## src/rtl/jtopl_mmr_banked.sv

```systemverilog
// OPL register front end for 1 or 2 banks: timer/control decode, forwarded
// operator writes, status read, cen prescaler and write-busy timing.
// Optional: JTOPL_BUSY_DROP_EN discards writes that arrive while busy.
module jtopl_mmr_banked #(
  parameter int BANKS     = 1,
  parameter int DIV       = 16,
  parameter int BUSY_ADDR = 4,
  parameter int BUSY_DATA = 23
) (
  input  logic             clk,
  input  logic             rst_n,
  input  logic             cen,
  output logic             cen_div,
  input  logic [BANKS-1:0] addr,
  input  logic [7:0]       din,
  input  logic             write,
  input  logic             read,
  output logic [7:0]       dout,
  output logic             busy,
  output logic             irq_n,
  output logic [7:0]       value_A,
  output logic [7:0]       value_B,
  output logic             load_A,
  output logic             load_B,
  output logic             flagen_A,
  output logic             flagen_B,
  output logic             clr_flag_A,
  output logic             clr_flag_B,
  input  logic             flag_A,
  input  logic             flag_B,
  output logic             csm,
  output logic             nts,
  output logic             regop_wr,
  output logic [8:0]       regop_addr,
  output logic [7:0]       regop_din
);

  localparam int PW   = $clog2(DIV);
  localparam int BMAX = (BUSY_DATA > BUSY_ADDR) ? BUSY_DATA : BUSY_ADDR;
  localparam int BW   = (BMAX > 0) ? $clog2(BMAX + 1) : 1;

  logic [PW-1:0] pcnt_q, pcnt_d;
  logic [BW-1:0] busy_cnt_q, busy_cnt_d;
  logic [7:0]    sel_q, sel_d;
  logic          bank_q, bank_d;
  logic [7:0]    value_a_q, value_a_d, value_b_q, value_b_d;
  logic          load_a_q, load_a_d, load_b_q, load_b_d;
  logic          flagen_a_q, flagen_a_d, flagen_b_q, flagen_b_d;
  logic          clr_a_q, clr_a_d, clr_b_q, clr_b_d;
  logic          csm_q, csm_d, nts_q, nts_d;
  logic          regop_wr_q, regop_wr_d;
  logic [8:0]    regop_addr_q, regop_addr_d;
  logic [7:0]    regop_din_q, regop_din_d;
  logic [7:0]    dout_q, dout_d;
  logic          irq_q, irq_d;

  logic [1:0]    addr_ext;
  logic          bank_in, tick, wr_ok, wr_addr, wr_data, fwd;
  logic          st_a, st_b, irq_c;

  assign busy = (busy_cnt_q != '0);

`ifdef JTOPL_BUSY_DROP_EN
  assign wr_ok = write & ~busy;
`else
  assign wr_ok = write;
`endif

  always_comb begin
    addr_ext = '0;
    addr_ext[BANKS-1:0] = addr;
    bank_in = addr_ext[1] & (BANKS == 2);
    tick    = cen & (pcnt_q == PW'(DIV - 1));
    wr_addr = wr_ok & ~addr_ext[0];
    wr_data = wr_ok & addr_ext[0];
    st_a    = flag_A & flagen_a_q;
    st_b    = flag_B & flagen_b_q;
    irq_c   = st_a | st_b;

    pcnt_d       = pcnt_q;
    busy_cnt_d   = busy_cnt_q;
    sel_d        = sel_q;
    bank_d       = bank_q;
    value_a_d    = value_a_q;
    value_b_d    = value_b_q;
    load_a_d     = load_a_q;
    load_b_d     = load_b_q;
    flagen_a_d   = flagen_a_q;
    flagen_b_d   = flagen_b_q;
    clr_a_d      = clr_a_q;
    clr_b_d      = clr_b_q;
    csm_d        = csm_q;
    nts_d        = nts_q;
    regop_wr_d   = 1'b0;
    regop_addr_d = regop_addr_q;
    regop_din_d  = regop_din_q;
    dout_d       = dout_q;
    irq_d        = irq_c;
    fwd          = 1'b0;

    if (cen) pcnt_d = tick ? '0 : pcnt_q + PW'(1);

    // write reload has priority over the prescaled decrement
    if (wr_addr)                          busy_cnt_d = BW'(BUSY_ADDR);
    else if (wr_data)                     busy_cnt_d = BW'(BUSY_DATA);
    else if (tick && busy_cnt_q != '0)    busy_cnt_d = busy_cnt_q - BW'(1);

    if (tick) begin
      clr_a_d = 1'b0;
      clr_b_d = 1'b0;
    end

    if (wr_addr) begin
      sel_d  = din;
      bank_d = bank_in;
    end

    if (wr_data) begin
      if (bank_q) fwd = 1'b1;
      else begin
        case (sel_q)
          8'h02: value_a_d = din;
          8'h03: value_b_d = din;
          8'h04: begin
            if (din[7]) begin
              clr_a_d = 1'b1;
              clr_b_d = 1'b1;
            end else begin
              flagen_a_d = ~din[6];
              flagen_b_d = ~din[5];
              load_b_d   = din[1];
              load_a_d   = din[0];
            end
          end
          8'h08: begin
            csm_d = din[7];
            nts_d = din[6];
          end
          default: fwd = 1'b1;
        endcase
      end
    end

    if (fwd) begin
      regop_wr_d   = 1'b1;
      regop_addr_d = {bank_q, sel_q};
      regop_din_d  = din;
    end

    if (read && !addr_ext[0]) dout_d = {irq_c, st_a, st_b, 5'b0};
  end

  always_ff @(posedge clk or negedge rst_n) begin
    if (!rst_n) begin
      pcnt_q       <= '0;
      busy_cnt_q   <= '0;
      sel_q        <= '0;
      bank_q       <= 1'b0;
      value_a_q    <= '0;
      value_b_q    <= '0;
      load_a_q     <= 1'b0;
      load_b_q     <= 1'b0;
      flagen_a_q   <= 1'b1;
      flagen_b_q   <= 1'b1;
      clr_a_q      <= 1'b0;
      clr_b_q      <= 1'b0;
      csm_q        <= 1'b0;
      nts_q        <= 1'b0;
      regop_wr_q   <= 1'b0;
      regop_addr_q <= '0;
      regop_din_q  <= '0;
      dout_q       <= '0;
      irq_q        <= 1'b0;
    end else begin
      pcnt_q       <= pcnt_d;
      busy_cnt_q   <= busy_cnt_d;
      sel_q        <= sel_d;
      bank_q       <= bank_d;
      value_a_q    <= value_a_d;
      value_b_q    <= value_b_d;
      load_a_q     <= load_a_d;
      load_b_q     <= load_b_d;
      flagen_a_q   <= flagen_a_d;
      flagen_b_q   <= flagen_b_d;
      clr_a_q      <= clr_a_d;
      clr_b_q      <= clr_b_d;
      csm_q        <= csm_d;
      nts_q        <= nts_d;
      regop_wr_q   <= regop_wr_d;
      regop_addr_q <= regop_addr_d;
      regop_din_q  <= regop_din_d;
      dout_q       <= dout_d;
      irq_q        <= irq_d;
    end
  end

  assign cen_div    = tick;
  assign dout       = dout_q;
  assign irq_n      = ~irq_q;
  assign value_A    = value_a_q;
  assign value_B    = value_b_q;
  assign load_A     = load_a_q;
  assign load_B     = load_b_q;
  assign flagen_A   = flagen_a_q;
  assign flagen_B   = flagen_b_q;
  assign clr_flag_A = clr_a_q;
  assign clr_flag_B = clr_b_q;
  assign csm        = csm_q;
  assign nts        = nts_q;
  assign regop_wr   = regop_wr_q;
  assign regop_addr = regop_addr_q;
  assign regop_din  = regop_din_q;

endmodule

```

## config.mk

```make
export PLATFORM = sky130hd
export DESIGN_NAME = jtopl_mmr_banked
export DESIGN_NICKNAME = d
export VERILOG_FILES = /design/src/rtl/jtopl_mmr_banked.sv
export SDC_FILE = /design/constraint.sdc
export NUM_CORES = 1
export LEC_CHECK = 0
export BUFFER_PORTS_ARGS = -buffer_cell sky130_fd_sc_hd__buf_2
export CAP_MARGIN = 40
export CORE_ASPECT_RATIO = 0.5
export CORE_UTILIZATION = 52
export DETAILED_ROUTE_END_ITERATION = 10
export GPL_TIMING_DRIVEN = 0
export PLACE_DENSITY = 0.79
export RECOVER_POWER = 25
export SLEW_MARGIN = 20
export SYNTH_ARGS = -nofsm -noshare
export SYNTH_HDL_FRONTEND = slang
export SYNTH_SLANG_ARGS = --single-unit
```

## constraint.sdc

```tcl
create_clock -name clk -period 2.75 [get_ports clk]
set_input_delay 0.55 -clock clk [delete_from_list [all_inputs] [get_ports clk]]
set_output_delay 0.55 -clock clk [all_outputs]
set_load 0.01 [all_outputs]
```

# ---- Word-level counts from Yosys, hierarchy flattened
# Index checks and enable logic that the tools add are counted.
dict set report totals {
  out_inout_bits 53
  regBits 62
  input_bits 16
  word_cells 61
}
dict set report op_classes {
  n_addsub 2
  n_mux 15
  eq_ne 5
  reduce_logical 10
  bitwise 11
}
# cell count
set ops {}
lappend ops {{8-bit by 2-bit == test with 1-bit output, second input constant} 2}
lappend ops {{5-bit 2-to-1 mux} 3}
lappend ops {{1-bit 2-to-1 mux} 11}
lappend ops {{8-bit by 3-bit == test with 1-bit output, second input constant} 1}
lappend ops {{8-bit by 4-bit == test with 1-bit output, second input constant} 1}
lappend ops {{2-bit AND reduction} 3}
lappend ops {{1-bit AND} 5}
lappend ops {{1-bit inverter} 5}
lappend ops {{5-bit nonzero test} 1}
lappend ops {{5-bit by 1-bit subtractor with 5-bit output, second input constant} 1}
lappend ops {{4-bit by 1-bit adder with 4-bit output, second input constant} 1}
lappend ops {{4-bit == test, second input constant} 1}
lappend ops {{4-bit 2-to-1 mux} 1}
lappend ops {{4-bit OR reduction} 1}
lappend ops {{3-bit AND reduction} 1}
lappend ops {{3-bit nonzero test} 1}
lappend ops {{1-bit logical AND} 2}
lappend ops {{1-bit logical NOT} 1}
lappend ops {{1-bit OR} 1}

# ---- Longest topological paths before layout
# Gate-level depths: netlist (run 1).
dict set report logic_depth {
  ltp_word 6
  ltp_mapped 7
  depth_no_buf 6
}

# ---- Worst setup path after synthesis (run 1)
# No wires, ideal clock.
dict set report synth_timing {
  kind {reg2reg}
  from {register sel_q[5]}
  to {register regop_din_q[4], in the netlist regop_din[4]}
  setup_slack_ns 0.771
  setup_time_ns 0.125
  path_buffers 2
  required_ns 2.625
  period_less_slack_ns 1.979
  stages_incl_launch_ff 7
  arrival_time_ns 1.855
  path_cell_list {dfrtp_1 or4_4 nand2_1 and2_1 clkbuf_1 buf_4 mux2_2}
}
dict set report synth_via {
  elab_chain_cells 4
  word_cells_on_any_way 7
  cone_classes {eq/ne (4); mux (2); reduce/logical (1)}
}
# element line_no
set synth_rtl {}
lappend synth_rtl {{from (decl)} 44} ;# logic [7:0] sel_q, sel_d;
lappend synth_rtl {{from (signal assigned)} 177} ;# sel_q <= sel_d;
lappend synth_rtl {{8-bit by 3-bit == test with 1-bit output (tied with other cells)} 121} ;# case (sel_q)
lappend synth_rtl {{4-bit OR reduction (no line) (*)} n/a}
lappend synth_rtl {{1-bit 2-to-1 mux (*)} 121}
lappend synth_rtl {{1-bit 2-to-1 mux (*)} 118} ;# if (wr_data) begin
lappend synth_rtl {{to (signal assigned)} 191} ;# regop_din_q <= regop_din_d;
lappend synth_rtl {{to (decl)} 53} ;# logic [7:0] regop_din_q, regop_din_d;
# Every way passes the cells marked *; elsewhere a longest branch is shown, timed or not.
# A chain may end at the register's enable or synchronous reset.

# ---- Worst setup path after layout (run 1)
dict set report layout_timing {
  from {register busy_cnt_q[0]}
  to {output port busy}
}
dict set report layout_via {
  elab_chain_cells 1
}
# element line_no
set layout_rtl {}
lappend layout_rtl {{from (decl)} 43} ;# logic [BW-1:0] busy_cnt_q, busy_cnt_d;
lappend layout_rtl {{from (signal assigned)} 176} ;# busy_cnt_q <= busy_cnt_d;
lappend layout_rtl {{5-bit nonzero test} 61} ;# assign busy = (busy_cnt_q != '0);
lappend layout_rtl {{to (decl)} 19} ;# output logic busy,
# Every way passes these cells.

==> results.py, run 1 <==
metrics = {
    "sta": {
        "worstMarginPinSlew_ns": 1.45,
        "finalMaxSlewViolations": 0,
        "rsz0062_at_grt": "false",
        "slew_headroom": 0.0314,
        "whs_ns": 0.432,
        "hold_violations": 0,
        "tns_ns": 0,
        "setup_viol": 0,
        "finClkSkew_ns": 0.00825,
        "layout_min_cycle_time_ns": 2.39,
        "fmax_ghz": 0.419,
        "period_share": 0.868,
    },
    "clock_network": {
        "cts-root-buf": "clkbuf_8",
        "cts.sinks": 62,
        "numCtsBuffers": 9,
        "postCtsResizedCells": 0,
        "htree_levels": 3,
        "tritoncts": "yes",
        "holdBufCountCts": 0,
        "insertion_delay_ns": 0.34,
        "clk_pin_slew_ns": 0.07,
        "post_cts_buffers": 0,
        "clk_path_buf_depth": 2,
    },
    "power_and_ir_drop": {
        "clockPowerShare": 0.372,
        "p_leak_nw": 1.68,
        "pwr-share-seq": 0.448,
        "switching_share": 0.271,
        "power_density_nw_per_um2": 790,
        "p_int_mw": 1.90,
        "finalPower_mw": 2.60,
        "peakVddDrop_mv": 0.362,
        "pwr-share-comb": 0.180,
        "p_switching_mw": 0.705,
    },
    "route": {
        "ant_nets": 0,
        "wl_mm": 5.34,
        "vias_per_cell": 5.25,
        "firstDrtPassIters": 4,
        "drc": 0,
        "drt_iter0_drc": 77,
        "routedWlPerCell_um": 15.1,
        "vias": 1859,
    },
    "final_layout": {
        "nets": 301,
        "final_cell_count_no_fill": 354,
        "n_antenna_cell": 0,
        "area_delta_synth_final_pct": 25.5,
        "final_cell_mix": "buf_2 (61), dfrtp_1 (60), mux2_2 (37)",
        "final_common_cell": "buf_2",
        "drive_above_1_share": 0.462,
        "final_core_util": 0.714,
    },
    "synth": {
        "ys_seq_area_frac": 0.592,
        "synth_area_um2": 2630,
        "ys_types": 37,
        "yosysWarnings": 0,
        "netlist_instances": 203,
        "ys_ff_latch": 62,
        "syn_avg_cell_area_um2": 12.9,
    },
    "placement": {
        "placed_cells": 336,
        "portBuffers": 62,
        "gp_congestion": 0.751,
        "dp_hpwl_mm": 3.66,
    },
    "grt": {
        "grt_pass1_vias": 1825,
        "antenna_found_initial": 0,
        "grt_max_degree": 63,
        "grtUsageTotal": 0.235,
        "gr-total-overflow": 0,
        "grt_pass1_wl_mm": 8.89,
    },
    "flow_run": {
        "maxCapViolations": 0,
    },
    "min_path": {
        "hold_path.class": "in -> reg",
    },
    "critical_path": {
        "arrival_ns": 1.84,
        "worstPathRequired_ns": 2.20,
        "critPathSlowestCell": "or4b_2",
        "regToRegSetupSlack_ns": 0.50,
        "cpPeakStageDelay_ns": 0.65,
        "cp_max_fo": 4,
        "crit_buf_inv": 2,
        "crit_chain": "inv_1 -> ha_1 -> or4b_2 -> buf_2",
        "cp-start-kind": "register",
        "critPathTopFamily": "simple AND/OR/NAND/NOR gates",
        "setup.worst_path.class": "reg -> out",
        "end_kind": "output pin",
    },
    "run_status": {
        "status": "completed",
    },
    "die": {
        "io_pins": 69,
        "core_um2": 4620,
        "num_rows": 17,
        "dieArea_um2": 5350,
        "die_w_um": 102,
        "fp.dieH_um": 52.2,
        "initial_core_util": 0.569,
    },
}
## cells by family after synthesis
group,Yosys count,synth area share
other,1,0.00143
multiplexers,39,0.170
XOR/XNOR,5,0.0167
AND/OR/NAND/NOR,49,0.0987
buffers and inverters,21,0.0500
AO/OA/AOI/OAI,24,0.0615
adder cells (fa/ha/maj),2,0.00953
flip-flops,62,0.592
## final timing paths
path,cells past startpoint,end,from
worst max register to register,6,regop_din[5],sel_q[5]
worst max-delay path,4,busy,busy_cnt_q[0]
max in group asynchronous,3,dout[5],rst_n
worst min-delay path,2,busy_cnt_q[3],write
worst min register to register,2,dout[6],dout[6]
min in group asynchronous,2,value_A[4],rst_n
## power groups by stage
stage	clock network (mW)	logic [mW]	registers (mW)
2_1_floorplan	0	0.242	1.21
3_3_place_gp	0	0.447	1.16
3_5_place_dp	0	0.470	1.18
4_1_cts	0.990	0.473	1.16
5_1_grt	1.03	0.521	1.18
6_report	0.969	0.469	1.17
## stage by stage
stage               instance area [um^2]  setup slack [ns]
floorplan                           2640             0.771
CTS                                 3280             0.353
global placement                    3040             0.551
finish                              3300             0.364
detailed placement                  3040             0.534
global route                        3300             0.305
## Yosys cell counts
master	count	area share
dfrtp_1	60	0.57
mux2_2	37	0.16
nand2_1	16	0.023
nor2_1	9	0.013
o21ai_0	9	0.017
buf_4	8	0.023
inv_1	7	0.010
nand3_1	6	0.011
a21oi_1	4	0.0076
a22o_1	3	0.010
buf_6	3	0.013
clkbuf_1	3	0.0043
nor3_1	3	0.0057
xor2_1	3	0.010
and2_1	2	0.0048
dfstp_2	2	0.020
ha_1	2	0.0095
mux2_4	2	0.011
nand4_1	2	0.0048
nor3b_1	2	0.0057
nor4_1	2	0.0048
or4_4	2	0.0086
xnor2_1	2	0.0067
a211o_1	1	0.0033
a21boi_0	1	0.0029
a22o_2	1	0.0038
a311o_1	1	0.0038
a31o_2	1	0.0033
a31oi_1	1	0.0024
a32o_1	1	0.0038
and4_1	1	0.0033
and4b_1	1	0.0038
conb_1	1	0.0014
nand2b_1	1	0.0024
o22a_1	1	0.0033
or4b_1	1	0.0038
or4b_2	1	0.0038
## flip-flops by register name, summed over array words and instances (netlist names)
name        count
regop_addr      8
regop_din       8
sel_q           8
value_A         8
value_B         8
busy_cnt_q      5
pcnt_q          4
dout            3
clr_flag_A      1
clr_flag_B      1
csm             1
flagen_A        1
flagen_B        1
irq_q           1
load_A          1
load_B          1
nts             1
regop_wr        1
## cell type report
| cell class | instances | area [um^2] |
|---|---|---|
| Fill cell | 344 | 1320 |
| Clock buffer | 9 | 124 |
| Sequential cell | 62 | 1550 |
| Buffer | 14 | 105 |
| Tap cell | 66 | 82.6 |
| Multi-Input combinational cell | 125 | 958 |
| Clock inverter | 7 | 121 |
| Inverter | 7 | 26.3 |
| Timing Repair Buffer | 64 | 324 |
## per-layer routing
| metal | track usage | share of wire | vias to the layer above |
|---|---|---|---|
| li1 | - | - | 862 |
| met1 | 0.296 | 0.43 | 922 |
| met2 | 0.376 | 0.49 | 65 |
| met3 | 0.0787 | 0.056 | 10 |
| met4 | 0.102 | 0.016 | 0 |
| met5 | 0 | 0 | - |
Power figures use the tool's default switching activity.
==> run 2, diff against run 1 <==
Settings changed: CORE_UTILIZATION 52 to 47, PLACE_DENSITY 0.79 to 0.75.
Clock period 2.75 ns to 2 ns, I/O delays scaled along.
==> run 2 against run 1 <==
  * Clock power rose by 4%
  * Global-route usage fell by 3.7 points
  * Hold slack got worse by 0.14 ns
  * Die area rose by 10%
  * Clock skew fell by 0.0041 ns
  * Clock-buffer cell count rose by 6
  * Critical path depth rose by 1
  * Wire length fell by 3.2%
  * Utilization fell by 8.0 points
  * Via count fell by 3.7%
==> results.py, run 2 (synthesis results as in run 1) <==
metrics = {
    "clock_network": {
        "cts-root-buf": "clkbuf_8",
        "numCtsBuffers": 9,
        "insertion_delay_ns": 0.33,
        "holdBufCountCts": 0,
        "htree_levels": 3,
        "tritoncts": "yes",
        "clk_pin_slew_ns": 0.06,
        "cts.sinks": 62,
        "clk_path_buf_depth": 2,
    },
    "placement": {
        "portBuffers": 62,
        "dp_worst_setup_slack_ns": -0.234,
        "gp_congestion": 0.772,
        "dp_hpwl_mm": 3.62,
        "dpl_cell_area_um2": 3040,
        "placed_cells": 340,
    },
    "run_status": {
        "status": "completed",
    },
    "grt": {
        "antenna_found_initial": 0,
        "grt_pass1_wl_mm": 8.36,
        "grtUsageTotal": 0.198,
        "grt_max_degree": 63,
        "grt_pass1_vias": 1673,
        "gr-total-overflow": 0,
    },
    "sta": {
        "fmax_ghz": 0.503,
        "setup_viol": 0,
        "rsz0062_at_grt": "true",
        "fin_ws_ns": 0.0110,
        "finalMaxSlewViolations": 0,
        "slew_headroom": 0.0175,
        "layout_min_cycle_time_ns": 1.99,
        "whs_ns": 0.292,
        "period_share": 0.994,
        "finClkSkew_ns": 0.00414,
        "tns_ns": 0,
        "worstMarginPinSlew_ns": 1.47,
        "hold_violations": 0,
    },
    "critical_path": {
        "critPathSlowestCell": "or4_4",
        "setup.worst_path.class": "reg -> reg",
        "crit_chain": "or4_4 -> nor3_4 -> and4b_1 -> buf_6 -> mux2_2",
        "cp_max_fo": 8,
        "worstPathRequired_ns": 2.21,
        "cp-start-kind": "register",
        "end_kind": "register",
        "cpPeakStageDelay_ns": 0.57,
        "arrival_ns": 2.20,
    },
    "final_layout": {
        "final_cell_count_no_fill": 354,
        "final_core_util": 0.634,
        "drive_above_1_share": 0.486,
        "final_cell_area_um2": 3260,
        "final_cell_mix": "dfrtp_1 (60), buf_2 (60), mux2_2 (37)",
        "area_delta_synth_final_pct": 24.0,
        "nets": 298,
        "n_antenna_cell": 0,
    },
    "route": {
        "vias_per_cell": 5.06,
        "routedWlPerCell_um": 14.6,
        "firstDrtPassIters": 4,
        "drc": 0,
        "vias": 1790,
        "drt_iter0_drc": 84,
        "wl_mm": 5.17,
        "ant_nets": 0,
    },
    "die": {
        "core_um2": 5130,
        "die_w_um": 108,
        "dieArea_um2": 5910,
        "initial_core_util": 0.511,
        "num_rows": 18,
        "io_pins": 69,
        "fp.dieH_um": 54.8,
    },
    "min_path": {
        "hold_path.class": "in -> reg",
    },
    "power_and_ir_drop": {
        "peakVddDrop_mv": 0.526,
        "p_leak_nw": 1.66,
        "power_density_nw_per_um2": 1000,
        "finalPower_mw": 3.27,
    },
    "flow_run": {
        "maxCapViolations": 0,
    },
}
run 2: changes by cell type in the layout (fill, tap and decap cells not counted), sizes merged:
cell         previous run  this run
clkbuf                 14        17
buf                    72        73
bufinv                  3         0
inv                     8         7
clkinv                  3         0
dlygate4sd3             1         0
run 2: layout make-up:
cell class              instances  area [um^2]
clock buffers                  15          186
multi-input cells             125          980
inverters                       7         26.3
plain buffers                  10         82.6
repair buffers                 65          339
fillers                       425         1880
flip-flops and latches         62         1550
well taps                      70         87.6
run 2: worst max-delay path: cells and delay by family, from the launching register on:
kind | cells | cell delay [ns]
flops | 1 | 0.39
mux | 1 | 0.34
buf+inv | 1 | 0.15
simple gates | 3 | 0.98
run 2: per-layer routing:
metal,vias up,wire (um),global-route usage
li1,858,-,-
met3,5,280,0.0690
met2,44,2480,0.331
met1,883,2340,0.243
met4,0,59,0.0753
met5,-,0,0
run 2: final timing paths:
kind	from	end	cells after the start	slack (ns)
min	write	busy_cnt_q[3]	2	0.29
max reg2reg	sel_q[4]	value_B[5]	5	0.01
min in group asynchronous	rst_n	value_A[4]	1	0.42
max in group asynchronous	rst_n	irq_q	1	0.70
min reg2reg	pcnt_q[3]	pcnt_q[3]	1	0.48
max	sel_q[4]	value_B[5]	5	0.01
run 2: where the power goes:
group	leakage [nW]	internal, mW	switching, mW
clock	0.0958	0.580	0.431
combinational	0.777	0.328	0.335
sequential	0.784	1.46	0.134
total	1.66	2.37	0.900
run 2: what timing repair did:
| item | CTS | global route |
|---|---|---|
| hold endpoints to repair | 0 | 0 |
| buffers inserted | 3 | 0 |
| setup endpoints to repair | 28 | 14 |
| pin swaps | 1 | 0 |
| resized for setup | 8 | 2 |
==> run 3, diff against run 2 <==
Settings changed: RECOVER_POWER 25 to 100.
==> run 3 against run 2 <==
  * Clock power about the same
  * Clock skew grew 0.00070 ns
  * Die area did not move
  * Sequential power barely moved
  * Clock-buffer cell count is the same
  * Via count shrank 0.50%
  * Hold slack barely moved
  * Utilization fell by 1.3 points
  * Largest cell class unchanged
  * Total power decreased by 1.0%
  * First-iteration DRC count fell by 27%
  * Critical path depth unchanged
  * Flip-flop and latch count stayed put
==> results.py, run 3 (synthesis results as in run 1) <==
metrics = {
    "run_status": {
        "status": "completed",
    },
    "sta": {
        "finClkSkew_ns": 0.00485,
        "finalMaxSlewViolations": 0,
        "rsz0062_at_grt": "true",
        "setup_viol": 0,
        "period_share": 0.993,
        "worstMarginPinSlew_ns": 1.48,
        "tns_ns": 0,
        "slew_headroom": 0.0117,
        "fmax_ghz": 0.504,
        "hold_violations": 0,
        "layout_min_cycle_time_ns": 1.99,
        "fin_ws_ns": 0.0142,
    },
    "flow_run": {
        "maxCapViolations": 0,
    },
    "power_and_ir_drop": {
        "finalPower_mw": 3.23,
        "p_leak_nw": 1.48,
        "clockPowerShare": 0.313,
        "switching_share": 0.280,
        "p_switching_mw": 0.906,
        "pwr-share-comb": 0.194,
        "pwr-share-seq": 0.493,
        "power_density_nw_per_um2": 1010,
        "p_int_mw": 2.33,
        "peakVddDrop_mv": 0.527,
    },
    "critical_path": {
        "arrival_ns": 2.20,
        "cp-start-kind": "register",
        "cp_max_fo": 8,
        "worstPathRequired_ns": 2.21,
        "setup.worst_path.class": "reg -> reg",
        "end_kind": "register",
    },
    "placement": {
        "portBuffers": 62,
        "dp_worst_setup_slack_ns": -0.234,
        "gp_congestion": 0.772,
        "dp_hpwl_mm": 3.62,
        "placed_cells": 340,
    },
    "die": {
        "dieArea_um2": 5910,
        "io_pins": 69,
        "die_w_um": 108,
        "core_um2": 5130,
        "num_rows": 18,
        "initial_core_util": 0.511,
        "fp.dieH_um": 54.8,
    },
    "final_layout": {
        "area_delta_synth_final_pct": 21.5,
        "final_cell_count_no_fill": 354,
        "n_antenna_cell": 0,
        "nets": 298,
        "final_cell_mix": "dfrtp_1 (60), clkbuf_1 (50), mux2_2 (37)",
        "final_common_cell": "dfrtp_1",
        "drive_above_1_share": 0.310,
    },
    "min_path": {
        "hold_path.class": "in -> reg",
    },
    "route": {
        "wl_mm": 5.18,
        "drt_iter0_drc": 61,
        "vias_per_cell": 5.03,
        "firstDrtPassIters": 4,
        "ant_nets": 0,
        "routedWlPerCell_um": 14.6,
        "drc": 0,
        "vias": 1781,
    },
    "grt": {
        "grt-busiest-layer": "met2",
        "grtUsageTotal": 0.198,
        "antenna_found_initial": 0,
        "use_met2": 0.331,
        "use_met1": 0.243,
        "grt_max_degree": 63,
        "grt_pass1_vias": 1673,
        "grt_pass1_wl_mm": 8.36,
        "grt_use_met3": 0.0690,
        "gr-total-overflow": 0,
    },
    "clock_network": {
        "tritoncts": "yes",
        "numCtsBuffers": 9,
        "holdBufCountCts": 0,
        "cts-root-buf": "clkbuf_8",
        "insertion_delay_ns": 0.33,
        "htree_levels": 3,
        "cts.sinks": 62,
        "clk_path_buf_depth": 2,
        "clk_pin_slew_ns": 0.06,
    },
}
-- run 3: changes by cell type in the layout (fill, tap and decap cells not counted) --
cell,delta
dfstp_2,-2
buf_4,-2
dfstp_1,+2
buf_2,-45
clkbuf_1,+47
and4_1,+1
and4_2,-1
-- run 3: area by class of cell --
class                           instances  area [um^2]
Fill cell                             446         1940
Sequential cell                        62         1550
Multi-Input combinational cell        125          978
Timing Repair Buffer                   65          275
Clock buffer                           15          186
Tap cell                               70         87.6
Buffer                                 10         82.6
Inverter                                7         26.3
-- run 3: stage by stage --
step	cell area (um^2)	utilization	hold slack (ns)
floorplan	2640	-	0.104
finish	3190	0.621	0.292
global route	3190	0.621	0.306
global placement	3040	0.592	0.459
detailed placement	3040	0.593	0.468
CTS	3260	0.635	0.162
-- run 3: timing repair --
action,4_1_cts,5_1_grt
setup endpoints to repair,28,14
setup buffers,3,0
gates resized for setup,8,2
pin swaps,1,0
-- run 3: per-layer routing --
metal  routed length, um  share of wire
met5                   0              0
met3                 260          0.050
met2                2480           0.48
met1                2400           0.46
met4                  40         0.0077
-- run 3: final timing paths --
kind | startpoint | end | slack [ns] | depth (start not counted)
worst max-delay path | sel_q[4] | value_B[5] | 0.01 | 5
worst min-delay path | write | busy_cnt_q[3] | 0.29 | 2
worst max register to register | sel_q[4] | value_B[5] | 0.01 | 5
worst min register to register | pcnt_q[3] | pcnt_q[3] | 0.49 | 1
max in group asynchronous | rst_n | regop_din[5] | 0.69 | 1
min in group asynchronous | rst_n | value_A[4] | 0.43 | 1
-- run 3: critical path, stage by stage (launching register included) --
cell     delay [ns]
dfrtp_1        0.39
or4_4          0.57
nor3_4         0.18
and4b_1        0.23
buf_6          0.15
mux2_2         0.34
-- run 3: power groups by stage --
stage               combinational, mW  clock (mW)  sequential, mW
global route                    0.697        1.09            1.62
detailed placement              0.651           0            1.61
global placement                0.616           0            1.60
CTS                             0.679        1.04            1.59
floorplan                       0.333           0            1.66
finish                          0.626        1.01            1.60
